--- src/rtl/bus_pkg.sv ---
// Shared types for the core command bus: instruction encoding and bus FSM states.
package bus_pkg;

  typedef enum logic [1:0] {
    HALT_PAUSE = 2'b00,
    STOP       = 2'b01,
    CONTINUE   = 2'b10,
    DONE       = 2'b11
  } bus_instruction_t;

  typedef enum logic {
    IDLE = 1'b0,
    SEND = 1'b1
  } cmd_state_t;

endpackage

--- src/rtl/rr_arbiter.sv ---
// Combinational round-robin pick: first set request strictly after ptr_i, wrapping.
module rr_arbiter #(
  parameter int  N  = 4,
  localparam int IW = (N > 1) ? $clog2(N) : 1
) (
  input  logic [N-1:0]  req_i,
  input  logic [IW-1:0] ptr_i,
  output logic [N-1:0]  gnt_o,
  output logic [IW-1:0] gnt_idx_o,
  output logic          any_o
);

  logic [IW-1:0] cand;

  always_comb begin
    gnt_o     = '0;
    gnt_idx_o = '0;
    any_o     = 1'b0;
    cand      = '0;
    for (int k = 1; k <= N; k++) begin
      cand = IW'((int'(ptr_i) + k) % N);
      if (!any_o && req_i[cand]) begin
        any_o       = 1'b1;
        gnt_idx_o   = cand;
        gnt_o[cand] = 1'b1;
      end
    end
  end

endmodule

--- src/rtl/core_cmd_bus.sv ---
// Shared command bus: latches per-source send requests, arbitrates round-robin,
// drives the winner to its target core(s) and holds it until all targets ack.
module core_cmd_bus
  import bus_pkg::*;
#(
  parameter int  NUM_CORES     = 4,
  parameter int  ACK_TIMEOUT   = 64,
  localparam int CORE_ID_WIDTH = $clog2(NUM_CORES)
) (
  input  logic                               clk,
  input  logic                               resetn,
  input  logic [NUM_CORES-1:0]               send_req,
  input  logic [NUM_CORES-1:0]               broadcast_mode,
  input  logic [NUM_CORES*CORE_ID_WIDTH-1:0] dst_ids,
  input  logic [NUM_CORES*2-1:0]             instructions,
  output logic [NUM_CORES-1:0]               send_grant,
  output logic [NUM_CORES-1:0]               cmd_valid,
  output logic [1:0]                         cmd_instr,
  output logic [CORE_ID_WIDTH-1:0]           cmd_src,
  input  logic [NUM_CORES-1:0]               cmd_ack,
  output logic                               bus_busy,
  output logic                               bus_error,
  output logic [CORE_ID_WIDTH-1:0]           err_src
);

  localparam int W  = CORE_ID_WIDTH;
  localparam int CW = $clog2(ACK_TIMEOUT);
  localparam logic [CW-1:0] CNT_MAX = CW'(ACK_TIMEOUT - 1);

  cmd_state_t state_q, state_d;

  // pending slots
  logic [NUM_CORES-1:0]                  pend_q, pend_d;
  logic [NUM_CORES-1:0]                  slot_bcast_q, slot_bcast_d;
  logic [NUM_CORES-1:0][W-1:0]           slot_dst_q, slot_dst_d;
  bus_instruction_t [NUM_CORES-1:0]      slot_instr_q, slot_instr_d;

  // active transaction
  logic [NUM_CORES-1:0] txn_mask_q, txn_mask_d;
  bus_instruction_t     txn_instr_q, txn_instr_d;
  logic [W-1:0]         txn_src_q, txn_src_d;
  logic [W-1:0]         ptr_q, ptr_d;
  logic [NUM_CORES-1:0] ack_seen_q, ack_seen_d;
  logic [CW-1:0]        cnt_q, cnt_d;

  logic [NUM_CORES-1:0] grant_q, grant_d;
  logic [NUM_CORES-1:0] cmd_valid_q, cmd_valid_d;
  logic                 bus_err_q, bus_err_d;
  logic [W-1:0]         err_src_q, err_src_d;

  logic [NUM_CORES-1:0] arb_gnt;
  logic [W-1:0]         arb_idx;
  logic                 arb_any;
  logic [NUM_CORES-1:0] sel_mask;
  logic [NUM_CORES-1:0] ack_now;

  rr_arbiter #(.N(NUM_CORES)) u_arb (
    .req_i     (pend_q),
    .ptr_i     (ptr_q),
    .gnt_o     (arb_gnt),
    .gnt_idx_o (arb_idx),
    .any_o     (arb_any)
  );

  // An out-of-range unicast id matches no core and yields an empty mask.
  always_comb begin
    sel_mask = '0;
    for (int j = 0; j < NUM_CORES; j++)
      sel_mask[j] = slot_bcast_q[arb_idx] | (int'(slot_dst_q[arb_idx]) == j);
  end

  always_comb begin
    state_d      = state_q;
    pend_d       = pend_q;
    slot_bcast_d = slot_bcast_q;
    slot_dst_d   = slot_dst_q;
    slot_instr_d = slot_instr_q;
    txn_mask_d   = txn_mask_q;
    txn_instr_d  = txn_instr_q;
    txn_src_d    = txn_src_q;
    ptr_d        = ptr_q;
    ack_seen_d   = ack_seen_q;
    cnt_d        = cnt_q;
    grant_d      = '0;
    cmd_valid_d  = cmd_valid_q;
    bus_err_d    = 1'b0;
    err_src_d    = err_src_q;
    ack_now      = '0;

    case (state_q)
      IDLE: begin
        if (arb_any) begin
          ptr_d           = arb_idx;
          pend_d[arb_idx] = 1'b0;
          txn_mask_d      = sel_mask;
          txn_instr_d     = slot_instr_q[arb_idx];
          txn_src_d       = arb_idx;
          grant_d         = arb_gnt;
          ack_seen_d      = '0;
          cnt_d           = '0;
          if (sel_mask == '0) begin
            bus_err_d = 1'b1;
            err_src_d = arb_idx;
          end else begin
            state_d     = SEND;
            cmd_valid_d = sel_mask;
          end
        end
      end
      SEND: begin
        ack_now    = ack_seen_q | (cmd_ack & txn_mask_q);
        ack_seen_d = ack_now;
        cnt_d      = cnt_q + 1'b1;
        // completion is tested first so it wins over a same-cycle timeout
        if (ack_now == txn_mask_q) begin
          state_d     = IDLE;
          cmd_valid_d = '0;
        end else if (cnt_q == CNT_MAX) begin
          state_d     = IDLE;
          cmd_valid_d = '0;
          bus_err_d   = 1'b1;
          err_src_d   = txn_src_q;
        end else begin
          cmd_valid_d = txn_mask_q & ~ack_now;
        end
      end
      default: state_d = IDLE;
    endcase

    // a fresh request overrides the clear of a slot being granted this cycle
    for (int i = 0; i < NUM_CORES; i++) begin
      if (send_req[i]) begin
        pend_d[i]       = 1'b1;
        slot_bcast_d[i] = broadcast_mode[i];
        slot_dst_d[i]   = dst_ids[i*W +: W];
        slot_instr_d[i] = bus_instruction_t'(instructions[i*2 +: 2]);
      end
    end
  end

  always_ff @(posedge clk or negedge resetn) begin
    if (!resetn) begin
      state_q      <= IDLE;
      pend_q       <= '0;
      slot_bcast_q <= '0;
      slot_dst_q   <= '0;
      slot_instr_q <= '0;
      txn_mask_q   <= '0;
      txn_instr_q  <= HALT_PAUSE;
      txn_src_q    <= '0;
      ptr_q        <= W'(NUM_CORES - 1);
      ack_seen_q   <= '0;
      cnt_q        <= '0;
      grant_q      <= '0;
      cmd_valid_q  <= '0;
      bus_err_q    <= 1'b0;
      err_src_q    <= '0;
    end else begin
      state_q      <= state_d;
      pend_q       <= pend_d;
      slot_bcast_q <= slot_bcast_d;
      slot_dst_q   <= slot_dst_d;
      slot_instr_q <= slot_instr_d;
      txn_mask_q   <= txn_mask_d;
      txn_instr_q  <= txn_instr_d;
      txn_src_q    <= txn_src_d;
      ptr_q        <= ptr_d;
      ack_seen_q   <= ack_seen_d;
      cnt_q        <= cnt_d;
      grant_q      <= grant_d;
      cmd_valid_q  <= cmd_valid_d;
      bus_err_q    <= bus_err_d;
      err_src_q    <= err_src_d;
    end
  end

  assign send_grant = grant_q;
  assign cmd_valid  = cmd_valid_q;
  assign cmd_instr  = txn_instr_q;
  assign cmd_src    = txn_src_q;
  assign bus_busy   = (state_q == SEND);
  assign bus_error  = bus_err_q;
  assign err_src    = err_src_q;

endmodule

--- config.mk ---
export PLATFORM = sky130hd
export DESIGN_NAME = core_cmd_bus
export DESIGN_NICKNAME = d
export VERILOG_FILES = /design/src/rtl/bus_pkg.sv /design/src/rtl/rr_arbiter.sv /design/src/rtl/core_cmd_bus.sv
export SDC_FILE = /design/constraint.sdc
export NUM_CORES = 1
export LEC_CHECK = 0
export BUFFER_PORTS_ARGS = -buffer_cell sky130_fd_sc_hd__clkbuf_2
export CAP_MARGIN = 10
export CORE_ASPECT_RATIO = 0.75
export CORE_MARGIN = 2
export CORE_UTILIZATION = 40
export CTS_BUF_LIST = sky130_fd_sc_hd__clkbuf_4
export CTS_CLUSTER_DIAMETER = 80
export DETAILED_ROUTE_END_ITERATION = 12
export PLACE_DENSITY = 0.62
export SYNTH_ARGS = -nofsm -noshare
export SYNTH_HDL_FRONTEND = slang
export SYNTH_HIERARCHICAL = 1
export SYNTH_SLANG_ARGS = --single-unit
--- constraint.sdc ---
create_clock -name clk -period 6.2 [get_ports clk]
set_input_delay 0.31 -clock clk [delete_from_list [all_inputs] [get_ports clk]]
set_output_delay 0.31 -clock clk [all_outputs]
set_load 0.02 [all_outputs]
==> results.md, run 1 <==
- Status: completed
- Fin Setup TNS: 0 ns
- Setup Crit Path Kind: reg -> reg
- Placer Congestion: about 0.89
- Async SR Flop Fraction: between 90% and 100%
- Mean Syn Cell Area: approximately 11 sq um
- Routed WL per cell: 14.6 um
- Yosys cell types: just over 50
- CP max stage cell: dfstp_2
- Setup crit end kind: register
- Clock Pin Slew Worst Setup and Hold Paths: about 0.17 ns
- DR WL met3: just over 400 um
- CP Data Arrival Time: about 3.7 ns
- # IOs: 46
- Initial antenna violation count: 0
- Leakage: about 1.5 nW
- Biggest regs: slot_dst_q: 8 flops, slot_instr_q: 8 flops, cnt_q: 6 flops
- Initial drt markers: ~160
- Pre-antenna DRT Iters: 6
- First-pass GRT wire length: a little over 10,000 um
- Yosys reg bits: 56
- Design Area, Final: between 3000 and 4000 sq um
- Core region area: around 7200 sq um
- Syn Inst Count: approximately 270
- WL met2: around 2400 um
- Total GRT Usage: about 16%
- Max IR drop VDD: just under 200 uV
- Most frequent CP cell: mux4_2
- Top Metal Used: met4
- F_max: a little under 300 MHz
- MaxCap Viol Count: 0
- Reg2reg setup slack: between 2 and 3 ns
- Hold Crit Class: in -> async
- DR vias/cell: between 5 and 6
- Slew headroom: roughly half
- Largest net degree at the start of global routing: between 50 and 60
- Syn Nets: around 310
- Clock Sink Count: 56
- Root buf cell: clkbuf_4
- M1 WL: ~3100 um
- Port Buffers: between 40 and 50
- Post-synth EDFFs: 0
- Main synth FF type: dfrtp_1
- Sequential fraction of the synthesis area: approximately 48%
- Clk Latency, worst-skew pair: ~0.38 ns
- Cts hold-fix bufs: 0
- Final period util: a little over half
- # H-tree levels: 2
- Unrepaired setup endpoints after global routing: no
- Sequential power share: 38.8%
- Yosys top cell by area: dfrtp_1
- Post-DP Area: about 3200 sq um
- CTS Buffer Depth: 2
- Post-place setup slack: approximately 2.8 ns
- Worst EP required: roughly 6.5 ns
- Via count: around 2,100
- P per Cell Area: between 400 and 500 nW/um^2
- Die Wd: about 100 um
- # DRC: 0
- Final slew viol count: 0
- Switching share of power: between 40% and 50%
- Layout cells sized above 1: roughly 30%
- Synth warn: 6
- WHS: 0.0552 ns
- Internal power: 0.886 mW
- Synth top area share: between 40% and 50%
- Post-Syn Area: 2950 sq um
- Worst-path cell chain: mux4_2, a21oi_2, nor3_1, nor2_2, o31a_1, mux4_2, o21ba_1, a21oi_1, o22a_2
- Die height: about 78 um
- Switching power: roughly 0.63 mW
- Commonest non-fill, non-tap cells in the layout: dfrtp_1, clkbuf_2, nand2_1
- Routed Antenna Nets: 0
- DIE AREA: a little over 8000 sq um
- Starting Density: approximately two fifths
- Tot Pwr: roughly 1.5 mW
- CTS tree: done
- Worst-path fanout max: 17
- Post-Layout Cell Count: 407
- Most common cell after layout, fill and taps aside: dfrtp_1
- Setup slack after layout: approximately 2.8 ns
- Combinational power share: a little under half
- Post-synthesis to final-layout area growth: 11.7%
- WL final: 5930 um
- Final min period: 3.41 ns
- Post-CTS setup buffers: 0
- Placed Instances: around 400
- Clock network fraction of total power: 13.5%
- Final setup violation count: 0
- CTS buffer count: 5
- Slew @ Worst Pin: around 0.76 ns
- Number of global-route vias before repair: just over 2,000
- Antenna diodes: 0
- Clock Skew: 0.0203 ns
- FP Rows: 27
- Post-CTS Resized: 0
- NumNets Final: between 300 and 400
- Fill cells: 700
- Fin util: a little under half
- Fin. Hold Viols: 0
- Total grt overflow: 0
- Post-detail-place hpwl: 4310 um
- Area contributors post-synth: dfrtp_1, mux2_2, ha_1
- Max incr delay on CP: just under 0.8 ns
- Startpoint types: register
## routing by layer
metal / vias up / global-route usage (%)
li1: 1027 / -
met1: 980 / 25.3
met2: 72 / 22.3
met3: 7 / 4.63
met4: 0 / 2.89
met5: - / 0
## power by group through the flow
stage | Clock (mW) | Combinational (mW) | Sequential [mW]
floorplan | 0 | 0.609 | 0.581
global placement | 0 | 0.710 | 0.595
detailed placement | 0 | 0.727 | 0.595
CTS | 0.214 | 0.728 | 0.588
global route | 0.227 | 0.828 | 0.609
finish | 0.206 | 0.725 | 0.589
## synthesized netlist by cell type, types with 2 or more instances
cell type / count
buf_6: 4
dfstp_2: 2
ha_1: 13
nand3_1: 5
nor2_1: 13
dfrtp_1: 54
nand4_1: 5
mux2_2: 21
mux4_2: 4
inv_1: 10
o2bb2ai_1: 2
nor2b_1: 2
a21oi_1: 15
nand2b_1: 7
clkbuf_1: 9
o22a_1: 2
o211ai_1: 2
o2111ai_1: 2
o21ai_0: 11
a21bo_2: 2
a31oi_1: 3
mux4_1: 2
mux2i_1: 2
nand2_1: 36
buf_4: 2
a21boi_0: 2
and2_1: 4
a221o_1: 4
o21ai_1: 5
o31ai_1: 2
## logic make-up (layout without fill, tap and decap cells)
logic type / after synthesis / in the layout / share of synthesized area, %
AO/OA/AOI/OAI: 63 / 63 / 15.2
adder cells (fa/ha/maj): 13 / 13 / 5.52
multiplexers: 30 / 30 / 14.3
AND/OR/NAND/NOR: 77 / 77 / 12.0
buffers and inverters: 27 / 65 / 4.75
flip-flops: 56 / 56 / 47.6
XOR/XNOR: 2 / 2 / 0.594
## cell type report
class | count | area [sq um] | area share, %
clock inverters | 2 | 38.8 | 1.18
multi-input cells | 185 | 1410 | 42.7
inverters | 11 | 41.3 | 1.25
repair buffers | 46 | 233 | 7.07
clock buffers | 6 | 45.0 | 1.37
flip-flops and latches | 56 | 1400 | 42.6
well taps | 101 | 126 | 3.84
## final timing paths
check | startpoint | endpoint | cells past startpoint
max | ptr_q[0]$_DFFE_PN1P_ | cmd_valid[0]$_DFFE_PN0P_ | 9
min | resetn | send_grant[2]$_DFF_PN0_ | 2
min reg2reg | cnt_q[5]$_DFFE_PN0P_ | cnt_q[5]$_DFFE_PN0P_ | 1
min in group clk | dst_ids[1] | slot_dst_q[1]$_DFFE_PN0P_ | 2
max reg2reg | ptr_q[0]$_DFFE_PN1P_ | cmd_valid[0]$_DFFE_PN0P_ | 9
max in group asynchronous | resetn | ack_seen_q[2]$_DFFE_PN0P_ | 2
## worst max-delay path, delay by kind of cell, from the launching register on
kind | cells | cell delay, ns
flip-flops | 1 | 0.77
AO/OA/AOI/OAI | 5 | 1.14
AND/OR/NAND/NOR | 2 | 0.14
multiplexers | 2 | 1.27
Power figures use the tool's default switching activity.
==> run 2: changes to the inputs <==
--- a/config.mk
+++ b/config.mk
@@ -5,6 +5,7 @@
 export SDC_FILE = /design/constraint.sdc
 export NUM_CORES = 1
 export LEC_CHECK = 0
+export ABC_AREA = 1
 export BUFFER_PORTS_ARGS = -buffer_cell sky130_fd_sc_hd__clkbuf_2
 export CAP_MARGIN = 10
 export CORE_ASPECT_RATIO = 0.75
==> constraint.sdc (replaced) <==
create_clock -name clk -period 3.2 [get_ports clk]
set_input_delay 0.16 -clock clk [delete_from_list [all_inputs] [get_ports clk]]
set_output_delay 0.16 -clock clk [all_outputs]
set_load 0.02 [all_outputs]
==> run 2 against run 1 <==
Net effect: clock skew is 0.0040 ns lower; sequential share of layout area is 3.7 points lower; cell area is 9.4% higher; non-clock buffer count is 22 higher; global-route usage is 1.1 points higher; synthesized area is 2.2% higher; register-to-register slack worse by 2.4 ns; synthesized cell count is 44% higher; critical path depth is 7 higher; flip-flop and latch count stayed put; worst setup slack worse by 2.4 ns; highest routed layer is now met3.
==> results.md, run 2 <==
- Status: completed
- Synth warn: 6 (unchanged)
- Worst-path cell chain: inv_2, ha_1, inv_1, nand2_2, nand2_2, inv_2, nand3_1, nand3_1, buf_4, nand3_1, nand2_1, nor2_1, nand2_1, nand2_1, nand2_1, a21oi_2
- Largest net degree at the start of global routing: 38 (-33%)
- CTS Buffer Depth: 2 (unchanged)
- Number of global-route vias before repair: 2,473 (+19%)
- Most frequent CP cell: nand2_1
- Starting Density: 41.1% (+0.31 points)
- Most frequent cells after synthesis: nand2_1, dfrtp_1, nand3_1, nor2_1, inv_1
- Total grt overflow: 0 (unchanged)
- CTS tree: done
- First-pass GRT wire length: 11,600 um (+13%)
- DR vias/cell: 4.72 (-8.0%)
- Post-CTS Resized: 0 (unchanged)
- FP Rows: 27 (unchanged)
- WL final: 6620 um (+12%)
- Clk Latency, worst-skew pair: 0.36 ns (-0.02 ns)
- Total GRT Usage: 17.3% (+1.1 points)
- Startpoint types: register
- Final period util: 87.8% (+33 points)
- Root buf cell: clkbuf_4
- Hold path depth: 3
- Main synth FF type: dfrtp_1
- Syn Inst Count: 386 (+44%)
- F_max: 356 MHz (+21%)
- Yosys top cell by area: dfrtp_1
- Worst EP required: 3.51 ns (-2.99 ns)
- Post-synthesis to final-layout area growth: 19.6%
- Fill cells: 725 (+3.6%)
- DIE AREA: 8250 sq um (+2.1%)
- Die height: 79.2 um (+1.0%)
- Post-Syn Area: 3010 sq um (+2.2%)
- Yosys reg bits: 56 (unchanged)
- Core region area: 7330 sq um (+1.4%)
- Post-detail-place hpwl: 4940 um (+15%)
- Area contributors post-synth: dfrtp_1, nand2_1, ha_1
- Clock Sink Count: 56 (unchanged)
- Synth top area share: 44.9% (-0.97 points)
- Final slew viol count: 0 (unchanged)
- Fin Setup TNS: 0 ns (unchanged)
- # IOs: 46 (unchanged)
- CTS buffer count: 5 (unchanged)
- Final setup violation count: 0 (unchanged)
- Die Wd: 104 um (+1.0%)
- Max incr delay on CP: 0.67 ns (-0.10 ns)
- Post-synth EDFFs: 0 (unchanged)
- Setup crit end kind: register
- Initial drt markers: 93 (-43%)
- Yosys cell types: 30 (-41%)
- Initial antenna violation count: 0 (unchanged)
- Layout cells sized above 1: 19.3% (-11 points)
- Most common cell in the synthesized netlist: nand2_1
- Via count: 2,627 (+26%)
- Mean Syn Cell Area: 7.81 sq um (-29%)
- Slew headroom: 50.5% (+1.3 points)
- Worst-path fanout max: 10 (-7)
- Final min period: 2.81 ns (-0.600 ns)
- CP max stage cell: dfstp_2
- NumNets Final: 498 (+43%)
- # DRC: 0 (unchanged)
- Slew @ Worst Pin: 0.743 ns (-0.0198 ns)
- Antenna diodes: 0 (unchanged)
- Unrepaired setup endpoints after global routing: no
- Setup Crit Path Kind: reg -> reg
- Tot Pwr: 3.52 mW (+130%)
- Biggest regs: slot_dst_q: 8 flops, slot_instr_q: 8 flops, cnt_q: 6 flops
- Port Buffers: 45 (unchanged)
- Routed WL per cell: 11.9 um (-18%)
- Pre-antenna DRT Iters: 4 (-2)
- MaxCap Viol Count: 0 (unchanged)
- Clock Skew: 0.0163 ns (-0.00399 ns)
- # H-tree levels: 2 (unchanged)
- Worst-case reg-to-reg path depth: 16 (+7)
- Placer Congestion: 0.869 (-2.0%)
- Routed Antenna Nets: 0 (unchanged)
- Most common cell after layout, fill and taps aside: nand2_1
- Max IR drop VDD: 403 uV (+110%)
- Hold Crit Class: in -> reg
- Leakage: 1.92 nW (+27%)
- CP Data Arrival Time: 3.12 ns (-0.59 ns)
- Async SR Flop Fraction: 100% (unchanged)
- Syn Nets: 429 (+38%)
- P per Cell Area: 978 nW/um^2 (+110%)
- Sequential fraction of the synthesis area: 46.6% (-1.0 points)
- Fin. Hold Viols: 0 (unchanged)
- Commonest non-fill, non-tap cells in the layout: nand2_1, dfrtp_1, clkbuf_2
- Clock Pin Slew Worst Setup and Hold Paths: 0.15 ns (-0.02 ns)
-- run 2: changes by cell type in the layout (fill, tap and decap cells not counted), sizes merged, moves of 5 or more --
cell,previous run,this run
dlygate4sd3,0,20
a21oi,16,21
nand2,36,172
nand3,5,28
mux2,21,0
inv,12,27
mux4,6,0
nand2b,7,0
nor2,14,32
-- run 2: cell families (layout without fill, tap and decap cells) --
logic type | count (synthesis) | after routing | share of synthesized area (%)
flops | 56 | 56 | 46.6
compound gates | 42 | 42 | 8.43
buf+inv | 33 | 103 | 4.98
simple gates | 242 | 242 | 34.6
fa+ha+maj | 13 | 13 | 5.40
-- run 2: worst paths after layout --
path	start	endpoint	slack (ns)
setup / recovery	ptr_q[0]$_DFFE_PN1P_	cmd_valid[0]$_DFFE_PN0P_	0.39
min in group asynchronous	resetn	cnt_q[3]$_DFFE_PN0P_	0.27
setup reg to reg	ptr_q[0]$_DFFE_PN1P_	cmd_valid[0]$_DFFE_PN0P_	0.39
max in group asynchronous	resetn	ptr_q[1]$_DFFE_PN1P_	2.04
hold / removal	dst_ids[4]	slot_dst_q[4]$_DFFE_PN0P_	0.03
hold reg to reg	cnt_q[4]$_DFFE_PN0P_	cnt_q[4]$_DFFE_PN0P_	0.49
-- run 2: power by group --
group | internal, mW | total, mW | switching [mW]
Combinational | 0.720 | 2.12 | 1.40
Clock | 0.102 | 0.308 | 0.206
Sequential | 0.910 | 1.09 | 0.184
-- run 2: metal layers --
metal | routed length (um) | share of wire (%) | GRT usage [%]
met5 | 0 | 0 | 0
met2 | 2860 | 43 | 28.0
met4 | 0 | 0 | 2.43
met3 | 272 | 4.1 | 2.96
met1 | 3480 | 53 | 24.9
-- run 2: what timing repair did --
item,in CTS,in global routing
buffers inserted,0,0
hold buffers,20,0
hold endpoints to repair,38,0
-- run 2: per-stage QoR --
stage               worst slack, ns  cells  hold slack (ns)  util (%)  instance area [sq um]
floorplan                     0.757    386           -0.136         -                   3010
global placement              0.464    529            0.155      45.6                   3350
detailed placement            0.457    529            0.152      45.6                   3350
CTS                           0.418    557           0.0197      49.1                   3600
global route                  0.129    557           0.0176      49.1                   3600
finish                        0.391    557           0.0339      49.1                   3600
-- run 2: final cells by class --
| cell class | count | area [sq um] | share of cell area, % |
|---|---|---|---|
| well taps | 101 | 126 | 3.51 |
| multi-input cells | 297 | 1460 | 40.5 |
| inverters | 27 | 109 | 3.02 |
| clock buffers | 7 | 52.6 | 1.46 |
| clock inverters | 1 | 3.75 | 0.104 |
| flip-flops and latches | 56 | 1400 | 39.0 |
| repair buffers | 68 | 448 | 12.4 |
-- run 2: critical path: cells and delay by family, from the launching register on --
kind                       cells  cell delay [ns]
DFF                            1             0.67
and+or+nand+nor               10             1.02
AOI/OAI and AO/OA              1             0.11
adders and majority gates      1             0.35
buffers and inverters          4             0.59
